==> config.mk <==
export PLATFORM = sky130hd
export DESIGN_NAME = seg7_glyph_decoder
export DESIGN_NICKNAME = d
export VERILOG_FILES = /design/src/rtl/seg7_pkg.sv /design/src/rtl/seg7_glyph_decoder.sv
export SDC_FILE = /design/constraint.sdc
export NUM_CORES = 1
export LEC_CHECK = 0
export BUFFER_PORTS_ARGS = -buffer_cell sky130_fd_sc_hd__buf_4
export CAP_MARGIN = 25
export CORE_AREA = 5 5 42 44
export DETAILED_ROUTE_END_ITERATION = 12
export DIE_AREA = 0 0 47 49
export GPL_TIMING_DRIVEN = 1
export PLACE_DENSITY = 0.3
export REMOVE_ABC_BUFFERS = 1
export SYNTH_ARGS = -nofsm -noshare
export SYNTH_HDL_FRONTEND = slang
export SYNTH_SLANG_ARGS = --single-unit
==> constraint.sdc <==
create_clock -name vclk -period 1.2
set_input_delay 0.06 -clock vclk [all_inputs]
set_output_delay 0.06 -clock vclk [all_outputs]
set_load 0.01 [all_outputs]
==> src/rtl/seg7_pkg.sv <==
// Shared 7-segment glyph constants (active-low, bit0=a .. bit6=g) and the
// state-counter sequence rules used by the encoder and the receive-side checker.
package seg7_pkg;

  localparam logic [6:0] GLYPH_0 = 7'b1000000;
  localparam logic [6:0] GLYPH_1 = 7'b1111001;
  localparam logic [6:0] GLYPH_2 = 7'b0100100;
  localparam logic [6:0] GLYPH_3 = 7'b0110000;
  localparam logic [6:0] GLYPH_4 = 7'b0011001;
  localparam logic [6:0] GLYPH_5 = 7'b0010010;
  localparam logic [6:0] GLYPH_6 = 7'b0000010;
  localparam logic [6:0] GLYPH_7 = 7'b1111000;

  typedef enum logic [1:0] {UNSYNC, ACQUIRE, LOCKED} seq_state_t;

  // Forward sequence of the producer: 0 1 3 5 7, with even values returning to 0.
  function automatic logic [2:0] next_fwd(input logic [2:0] v);
    logic [2:0] n;
    case (v)
      3'd0:    n = 3'd1;
      3'd1:    n = 3'd3;
      3'd3:    n = 3'd5;
      3'd5:    n = 3'd7;
      default: n = 3'd0;
    endcase
    return n;
  endfunction

  function automatic logic [2:0] next_rev(input logic [2:0] v);
    return v - 3'd1;
  endfunction

  function automatic logic [2:0] glyph_to_val(input logic [6:0] g, output logic ok);
    logic [2:0] v;
    ok = 1'b1;
    case (g)
      GLYPH_0: v = 3'd0;
      GLYPH_1: v = 3'd1;
      GLYPH_2: v = 3'd2;
      GLYPH_3: v = 3'd3;
      GLYPH_4: v = 3'd4;
      GLYPH_5: v = 3'd5;
      GLYPH_6: v = 3'd6;
      GLYPH_7: v = 3'd7;
      default: begin
        v  = 3'd0;
        ok = 1'b0;
      end
    endcase
    return v;
  endfunction

endpackage

==> src/rtl/seg7_glyph_decoder.sv <==
// Combinational active-low glyph decoder: flags any pattern that is not 0..7.
module seg7_glyph_decoder
  import seg7_pkg::*;
(
  input  logic [6:0] hex_in,
  output logic       ok,
  output logic [2:0] val
);

  always_comb begin
    ok  = 1'b0;
    val = glyph_to_val(hex_in, ok);
  end

endmodule

==> flow_metrics.env <==
export IMPL_grt_busiest_layer="met2"
export IMPL_ys_types=19
export IMPL_antenna_left=0
export IMPL_use_met3=0.00369
export IMPL_dp_cells=54
export IMPL_power_uw=67.3
export IMPL_end_kind="output port"
export IMPL_fin_tns_setup_ns=0
export IMPL_cp_arrival_ns=0.99
export IMPL_grt_pass1_vias=197
export IMPL_via_per_inst=4.41
export IMPL_nFillCells=167
export IMPL_seq_power_share=0
export IMPL_critPathRequiredTime_ns=1.14
export IMPL_fin_nets=47
export IMPL_antenna_found_initial=0
export IMPL_path_class="input pin to output port"
export IMPL_syn_inst=28
export IMPL_area_delta_synth_final_pct=62.1
export IMPL_max_vdd_ir_drop_uv=58.6
export IMPL_io_buffers=11
export IMPL_final_hold_violation_count=0
export IMPL_regArea_um2=0
export IMPL_setup_viol=0
export IMPL_synth_simple_area_share=0.530
export IMPL_core_area_mm2=0.00140
export IMPL_leakagePower_nw=0.113
export IMPL_die_h_um=49
export IMPL_worstPathMaxFanout=7
export IMPL_nFlopsAndLatches=0
export IMPL_fin_crit_sh=0.875
export IMPL_synth_adder_area_share=0
export IMPL_worst_pin_slew_ns=0.262
export IMPL_maxSlewHeadroom=0.824
export IMPL_drv_cap=0
export IMPL_grt_usage=0.0463
export IMPL_multi_input_area_um2=161
export IMPL_synth_most_common_cell="nand2_1"
export IMPL_combPwrFrac=1.000
export IMPL_n_antenna_cell=0
export IMPL_slew_violations=0
export IMPL_synth_warnings=0
export IMPL_netlist_area_leader_share=0.106
export IMPL_p_sw_frac=0.516
export IMPL_fmax_mhz=953
export IMPL_grt_overflow_total=0
export IMPL_synth_largest_area_cell="and3b_1"
export IMPL_critPathLaunchType="input pin"
export IMPL_netlist_top_cells_area="and3b_1 (11%), a21oi_1 (9.1%), o21ai_0 (9.1%)"
export IMPL_row_count=14
export IMPL_firstDrtPassIters=4
export IMPL_wl_per_cell_um=11.0
export IMPL_powerDensity_mw_per_mm2=251
export IMPL_setup_slack_ns=0.150
export IMPL_status="finished clean"
export IMPL_power_internal_uw=32.6
export IMPL_met1_usage=0.0674
export IMPL_muxShareOfSynthArea=0
export IMPL_routabilityCongestion=0.727
export IMPL_synth_xor_area_share=0.0530
export IMPL_fin_area_um2=268
export IMPL_post_route_min_period_ns=1.05
export IMPL_route_final_wire_length_um=593
export IMPL_netlist_top_cells_count="nand2_1 (4), a21oi_1 (3), o21ai_0 (3), and3b_1 (2), nor2_1 (2)"
export IMPL_post_place_ws_ns=0.0905
export IMPL_cts_setup_buffers=0
export IMPL_drtIter0Drc=4
export IMPL_syn_cell_area_um2=165
export IMPL_gr_usage_met2=0.0769
export IMPL_min_path_type="input pin to output port"
export IMPL_dp_hpwl_um=477
export IMPL_ys_seq_area_frac=0
export IMPL_syn_avg_cell_area_um2=5.90
export IMPL_grt_max_degree=9
export IMPL_synth_top_family_by_area="simple AND/OR/NAND/NOR gates"
export IMPL_p_sw_uw=34.7
export IMPL_dieArea_mm2=0.00230
export IMPL_final_cells=54
export IMPL_start_util=0.118
export IMPL_dr_total_vias=238
export IMPL_rsz0062_at_grt="false"
export IMPL_ios=11
export IMPL_post_dp_cell_area_um2=263
export IMPL_clkbuf_count=0
export IMPL_synth_compound_area_share=0.364
export IMPL_die_w_um=47
export IMPL_drc_errors=0
export IMPL_drive_above_1_share=0.316
export IMPL_clockPowerShare=0
export IMPL_grt_pass1_wl_um=855
[placed cells by master (no fill, tap or decap), drive strengths merged]
master and n:
buf 11, nand2 4, o21ai 4, a21oi 3, and3b 2, nor2 2
inv 1, nor3 1, nor2b 1, nor3b 1, o2111ai 1, nand4b 1
xor2 1, a21o 1, nand3 1, and4 1, nor4 1, a31o 1
[power by group through the flow]
stage | Sequential [mW] | Combinational [mW] | Clock, mW
after detailed placement | 0 | 0.0656 | 0
final | 0 | 0.0673 | 0
after global routing | 0 | 0.0747 | 0
after floorplan | 0 | 0.0249 | 0
after CTS | 0 | 0.0659 | 0
after global placement | 0 | 0.0659 | 0
[cells by family after synthesis]
logic type             Yosys count
AND/OR/NAND/NOR                 15
AO/OA/AOI/OAI                   10
buffers and inverters            2
XOR/XNOR                         1
[stage by stage]
step	util	hold WS (ns)
after global placement	0.188	0.405
after global routing	0.191	0.427
after detailed placement	0.188	0.410
final	0.191	0.412
after floorplan	-	0.164
after CTS	0.188	0.410
[metal layers]
layer	vias to the layer above	part of all wire	routed length [µm]
met3	0	0.069	41
met5	-	0	0
met1	106	0.46	272
met2	6	0.47	279
li1	126	-	-
met4	0	0	0
[final timing paths]
path	slack, ns	startpoint	endpoint	cells after the start
setup / recovery	0.15	hex_in[5]	ok	6
hold / removal	0.41	hex_in[0]	val[1]	3
[timing repair]
item	in CTS	in global routing
hold buffers	0	0
gates resized for setup	0	1
hold endpoints to repair	0	0
endpoints found under the setup margin	0	1
[layout make-up]
| type | instances | share of cell area |
|---|---|---|
| multi-input combinational | 26 | 0.603 |
| timing repair buffer | 11 | 0.308 |
| tap | 16 | 0.0748 |
| inverter | 1 | 0.0140 |
[worst max-delay path: stages]
cell and delay (ns):
buf_4 0.13, and3b_1 0.17, o2111ai_1 0.19, a21oi_1 0.11, a31o_1 0.19, buf_4 0.14
Note: power is estimated with default switching activity, not from simulation.
